--- src/rtl/mem_stage_ctrl.sv ---
// MEM-stage access controller: turns a load/store sitting in the EX/MEM
// register into one request to a multi-cycle data memory. It freezes the
// pipeline until the memory acknowledges or the wait limit expires.
//
// Handshake: mem_req_o stays high for every BUSY cycle, and address, data
// and write enable stay stable for as long as it is high. The memory
// completes the access with a single-cycle mem_ack_i pulse. For loads,
// mem_rdata_i is sampled only in that cycle. An ack seen while not BUSY
// is ignored.
module mem_stage_ctrl #(
  parameter int unsigned MAX_WAIT = 255
) (
  input  logic        clk_i,
  input  logic        rst_n_i,
  input  logic        start_i,
  input  logic        MemRead_i,
  input  logic        MemWrite_i,
  input  logic [31:0] Addr_i,
  input  logic [31:0] WrData_i,
  output logic        mem_req_o,
  output logic        mem_we_o,
  output logic [31:0] mem_addr_o,
  output logic [31:0] mem_wdata_o,
  input  logic        mem_ack_i,
  input  logic [31:0] mem_rdata_i,
  output logic [31:0] RdData_o,
  output logic        stall_o,
  output logic        err_o,
  output logic [15:0] stall_cnt_o,
  output logic [1:0]  dbg_state_o
);

  typedef enum logic [1:0] {
    IDLE = 2'd0,
    BUSY = 2'd1,
    DONE = 2'd2
  } state_t;

  // Last wait-counter value before the access is abandoned.
  localparam logic [15:0] WAIT_LAST = 16'(MAX_WAIT - 1);

  state_t      state_q, state_d;
  logic        req_q, req_d;
  logic        we_q, we_d;
  logic [31:0] addr_q, addr_d;
  logic [31:0] wdata_q, wdata_d;
  logic [31:0] rdata_q, rdata_d;
  logic        err_q, err_d;
  logic [15:0] wait_q, wait_d;
  logic [15:0] stall_cnt_q, stall_cnt_d;
  logic        stall_raw;

  // Next-state and datapath decisions for the access FSM.
  always_comb begin
    state_d   = state_q;
    we_d      = we_q;
    addr_d    = addr_q;
    wdata_d   = wdata_q;
    rdata_d   = rdata_q;
    err_d     = err_q;
    wait_d    = wait_q;
    stall_raw = 1'b0;
    unique case (state_q)
      IDLE: begin
        if (start_i && (MemRead_i || MemWrite_i)) begin
          // A read+write combination is handled as a store.
          stall_raw = 1'b1;
          we_d      = MemWrite_i;
          addr_d    = Addr_i;
          wdata_d   = WrData_i;
          wait_d    = '0;
          state_d   = BUSY;
        end
      end
      BUSY: begin
        stall_raw = 1'b1;
        if (mem_ack_i) begin
          // The ack takes priority over a timeout in the same cycle.
          if (!we_q) rdata_d = mem_rdata_i;
          state_d = DONE;
        end else if (wait_q == WAIT_LAST) begin
          err_d   = 1'b1;
          rdata_d = '0;
          state_d = DONE;
        end else begin
          wait_d = wait_q + 16'd1;
        end
      end
      DONE: begin
        // One unstalled cycle lets the pipeline advance past this access.
        state_d = IDLE;
      end
      default: begin
        state_d = IDLE;
      end
    endcase
    req_d = (state_d == BUSY);
  end

  // Stall is masked by reset so the pipeline is released at once.
  assign stall_o = rst_n_i & stall_raw;

  // Saturating count of stalled cycles.
  always_comb begin
    stall_cnt_d = stall_cnt_q;
    if (stall_o && (stall_cnt_q != 16'hFFFF)) stall_cnt_d = stall_cnt_q + 16'd1;
  end

  // State and output registers.
  always_ff @(posedge clk_i or negedge rst_n_i) begin
    if (!rst_n_i) begin
      state_q     <= IDLE;
      req_q       <= 1'b0;
      we_q        <= 1'b0;
      addr_q      <= '0;
      wdata_q     <= '0;
      rdata_q     <= '0;
      err_q       <= 1'b0;
      wait_q      <= '0;
      stall_cnt_q <= '0;
    end else begin
      state_q     <= state_d;
      req_q       <= req_d;
      we_q        <= we_d;
      addr_q      <= addr_d;
      wdata_q     <= wdata_d;
      rdata_q     <= rdata_d;
      err_q       <= err_d;
      wait_q      <= wait_d;
      stall_cnt_q <= stall_cnt_d;
    end
  end

  assign mem_req_o   = req_q;
  assign mem_we_o    = we_q;
  assign mem_addr_o  = addr_q;
  assign mem_wdata_o = wdata_q;
  assign RdData_o    = rdata_q;
  assign err_o       = err_q;
  assign stall_cnt_o = stall_cnt_q;
  assign dbg_state_o = state_q;

endmodule
--- config.mk ---
export PLATFORM = sky130hd
export DESIGN_NAME = mem_stage_ctrl
export DESIGN_NICKNAME = d
export VERILOG_FILES = /design/src/rtl/mem_stage_ctrl.sv
export SDC_FILE = /design/constraint.sdc
export NUM_CORES = 1
export LEC_CHECK = 0
export BUFFER_PORTS_ARGS = -buffer_cell sky130_fd_sc_hd__buf_2
export CAP_MARGIN = 30
export CORE_MARGIN = 1
export CORE_UTILIZATION = 50
export DETAILED_ROUTE_END_ITERATION = 8
export PLACE_DENSITY_LB_ADDON = 0.08
export SLEW_MARGIN = 10
export SYNTH_ARGS = -nofsm -noshare
export SYNTH_HDL_FRONTEND = slang
export SYNTH_SLANG_ARGS = --single-unit
export TNS_END_PERCENT = 1
--- constraint.sdc ---
create_clock -name clk_i -period 3.5 [get_ports clk_i]
set_clock_uncertainty 0.05 [all_clocks]
set_input_delay 0 -clock clk_i [delete_from_list [all_inputs] [get_ports clk_i]]
set_output_delay 0 -clock clk_i [all_outputs]
set_load 0.05 [all_outputs]
[Word-level counts from Yosys, hierarchy flattened]
Index checks and enable logic that the tools add are counted.
Word-level totals
  register bits: 133
  input bits: 102
Cells by class
  $add $sub $neg: 2
  eq/ne operators: 8
  mux-type cells: 13
  bitwise logic cells: 2
  reduce and logical (&&, ||, !) cells: 10
Operators with widths (count)
  $mux 32: 3
  $mux 16: 3
  $add 16x1->16 const B: 2
  $pmux 16 s2: 1
  $eq 16x8->1 const B: 1
  $ne 16x16->1 const B: 1
  $ne 2x2->1 const B: 4
  $mux 2: 3
  $reduce_and 3->1: 2
  $eq 2x1->1 const B: 2
  $pmux 2 s2: 1
  $reduce_and 4->1: 1
  $reduce_bool 2->1: 2
  $logic_and 1x1->1: 2
  $logic_not 2->1: 1
  $pmux 1 s2: 1
  $reduce_and 2->1: 1
  $and 1x1->1: 1
  $logic_or 1x1->1: 1
  $mux 1: 1
  $not 1->1: 1

[Depth between registers and ports, before layout]
  word-level depth: 6
  mapped depth: 7

[Least setup slack after synthesis]
OpenSTA, ideal clock, no wires.
  path kind: register -> register
  start: reg stall_cnt_q[0] (netlist: stall_cnt_o[0])
  end: reg stall_cnt_q[1] (netlist: stall_cnt_o[1])
  arrival time: 1.889 ns
  path slack: 1.436 ns
  stages on the path, launching flop included: 6
  buffers on the path: 0
  period minus slack after synthesis: 2.064 ns
  path through: dfrtp_1 ha_1 nand3_1 nor4_4 nor2_1 mux2_2
Between the ends
  word-level cells in the longest chain between the ends: 2
RTL lines
  start: declaration: line 50  | logic [15:0] stall_cnt_q, stall_cnt_d;
  start signal: assignment: line 130  | stall_cnt_q <= stall_cnt_d;
  branches (longest 2 deep; another with $add 16x1->16)
Parallel ways; which one is timed is not known.
A chain may end at the register's enable or synchronous reset.

[Final worst setup path]
  start: reg wait_q[0]
  end: reg rdata_q[19] (netlist: RdData_o[19])
Between the ends
  word-level cells in the longest chain between the ends: 3
RTL lines
  start: declaration: line 49  | logic [15:0] wait_q, wait_d;
  start signal: assignment: line 129  | wait_q <= wait_d;
  $eq 16x8->1: line 81  | end else if (wait_q == WAIT_LAST) begin
  $reduce_bool 2->1 (no source line)
  $reduce_and 3->1 (no source line)
  end signal: assignment: line 127  | rdata_q <= rdata_d;
  end: declaration: line 47  | logic [31:0] rdata_q, rdata_d;
No other way between the ends.

==> impl_results.md <==
- Status: finished, final reports clean
- Final HPWL DP: between 10 and 15 mm
- Critical Path Max Stage Delay: approximately 0.44 ns
- MaxCap Viol Count: 0
- Power Density: roughly 830 nW/um^2
- Remaining DRCs: 0
- Max-slew headroom: between 40% and 50%
- Clock transition at the registers of the reported paths: about 0.05 ns
- Worst Setup Path Type: register to register
- Die height: roughly 110 microns
- Period utilization: approximately two thirds
- Clock root cell: clkbuf_16
- Largest family of logic cells by synthesized area: simple AND/OR/NAND/NOR gates
- Post-synth top area cell: dfrtp_1
- Crit end category: register
- Total track usage: a little under a third
- # nets final: 1027
- Worst Reg2Reg Path Length in Cells: 7
- I/O Pins: 220
- Post-CTS setup buffers: 0
- Cts bufs inserted: 17
- Post-CTS sizing: 0
- Number of synthesized register bits: roughly 130
- Largest net degree at the start of global routing: 60
- Area delta synth->final: 48.5%
- Peak supply drop: roughly 600 uV
- Post-Syn Nets: between 700 and 800
- Starting density of the core: 52.4%
- Final Cell Area: between 8000 and 9000 sq um
- R2r setup slk: approximately 1.2 ns
- Required @ worst endpoint: 3.73 ns
- Synth Area in Compound Gates: between 10% and 20%
- Final WL: 17.6 mm
- Clk sinks: approximately 130
- Post-Synth Adder-Cell Area: 0.646%
- DR WL/cell: ~16 microns
- Critical path startpoint category: register
- Routability cong.: about 0.8
- Core area: roughly 11000 sq um
- Htree depth: 4
- RSZ-0062 raised after global routing: false
- DRT antenna net count: 0
- Number of global-route vias before repair: around 6k
- Unique masters post-synth: 45
- # rows: 38
- Synth top area share: 57.3%
- Initial antenna violation count: 0
- Ordered list of cells on the worst path: inv_1, ha_1, and4b_2, nand4_1, buf_4, o211ai_1, nand2_1
- Layout cells sized above 1: just under 30%
- Reg2Reg Launch Point: wait_q[0]
- Post-place instance area: around 7000 sq um
- Simple logic cell fraction of the synthesized area: around a quarter
- Slowest library cell on the worst path: nand4_1
- Total Neg Setup Slack: 0 ns
- R2r endpoint: RdData_o[19]
- Drt pass-1 iters: 6
- Die ar.: between 10000 and 15000 sq um
- Commonest cells in the netlist: nand2_1, dfrtp_1, o211ai_1
- Fin. Hold Viols: 0
- GRT overflow: 0
- Ys Warns: 0
- Horiz. Die Dim: ~110 microns
- Most frequent cell after synthesis: nand2_1
- Synthesized area per cell: ~9.5 sq um
- Tmin final: around 2.3 ns
- Ys flop type: dfrtp_1
- Post-synthesis sequential area ratio: 57.3%
- First-pass GRT wire length: 27.7 mm
- Slew Limit Fails: 0
- Max frequency: between 400 and 500 MHz
- Top post-synthesis cells by area: dfrtp_1, nand2_1, o211ai_1
- Clk_lat worst skew: slightly above 0.4 ns
- Post-Synth XOR/XNOR Area: under 10%
- Leak pwr: about 4.4 nW
- Via-per-instance ratio: approximately 5.5
- Netlist Area Pre-Place: between 5000 and 6000 sq um
- CTS tree: built
- Hold-fix buffer count after cts: between 90 and 100
- Routed vias: ~5.9k
- 1st-iter DRT viols: between 300 and 400
- Worst-Margin Slew: 0.804 ns
- Post-Syn Instances: approximately 610
- WP buf/inv: 2
- Port bufs: 219
- Delay-heaviest family, CP: simple AND/OR/NAND/NOR gates
- CP Data Arrival Time: ~2.6 ns
- Count of final setup violators: 0
- Critical path fanouts, max: 31
- Number of synthesized flops with an enable pin: 0
- Mux share of post-synthesis cell area: roughly 1.2%
- # diodes: 0
- Asr flop ratio synth: 100%
- Worst min path class: input port to asynchronous set/reset pin
- Clk buf depth: 2
where the power goes:
part	internal, W	switching, W
Clock	0.00117	0.000643
Combinational	0.000747	0.00227
Sequential	0.00198	0.000337
state kept, by name (all words and copies together) (netlist names):
| name | flops |
|---|---|
| mem_req_o | 1 |
| wait_q | 16 |
| mem_wdata_o | 32 |
| RdData_o | 32 |
| stall_cnt_o | 16 |
| err_o | 1 |
| mem_addr_o | 32 |
| mem_we_o | 1 |
| dbg_state_o | 2 |
layout make-up:
type                    count  area (sq um)
well taps                 140           175
multi-input cells         438          2320
inverters                   5          18.8
fillers                   737          2450
flip-flops and latches    133          3330
repair buffers            327          2180
clock inverters             9           125
clock buffers              23           478
worst max path at each step:
stage / startpoint / end / slack [ns] / cells after the start
6_report: wait_q[0] / RdData_o[19] / 1.17 / 7
5_1_grt: rst_n_i / stall_cnt_o[12] / 1.03 / 7
2_1_floorplan: stall_cnt_o[0] / stall_cnt_o[1] / 1.44 / 5
4_1_cts: wait_q[0] / RdData_o[19] / 1.21 / 7
3_5_place_dp: wait_q[12] / wait_q[10] / 1.29 / 5
3_3_place_gp: wait_q[0] / wait_q[10] / 1.35 / 7
cell families (layout without fill, tap and decap cells):
group	Yosys count	after routing
adder cells (fa/ha/maj)	3	3
XOR/XNOR	14	14
multiplexers	7	7
AND/OR/NAND/NOR	323	323
flip-flops	133	133
buffers and inverters	43	364
AO/OA/AOI/OAI	91	91
cells in the final DEF (no fill, tap or decap), types with 10 or more instances in the layout:
master,n
a22oi_1,32
buf_2,218
clkbuf_16,17
dfrtp_1,133
dlygate4sd3_1,98
nand2_1,240
nand3_1,14
nand4_1,14
nor2_1,10
o211ai_1,35
xor2_1,10
stage by stage:
stage	instances	worst slack (ns)	util (%)	hold WS (ns)	power, W
after floorplan	614	1.44	-	-0.346	0.00444
after global placement	943	1.35	63.2	-0.0642	0.00515
final	1075	1.17	77.8	0.0562	0.00714
after CTS	1075	1.21	77.8	0.0743	0.00713
after detailed placement	945	1.29	63.5	-0.0615	0.00521
after global routing	1075	1.03	77.8	0.107	0.00747
metal layers:
layer	global-route usage, %	vias up	share of wire [%]
li1	-	2725	-
met1	35.1	2869	39
met2	51.5	268	51
met3	8.06	67	6.4
met4	15.1	0	3.9
met5	0	-	0
(Power assumes the default switching activity.)
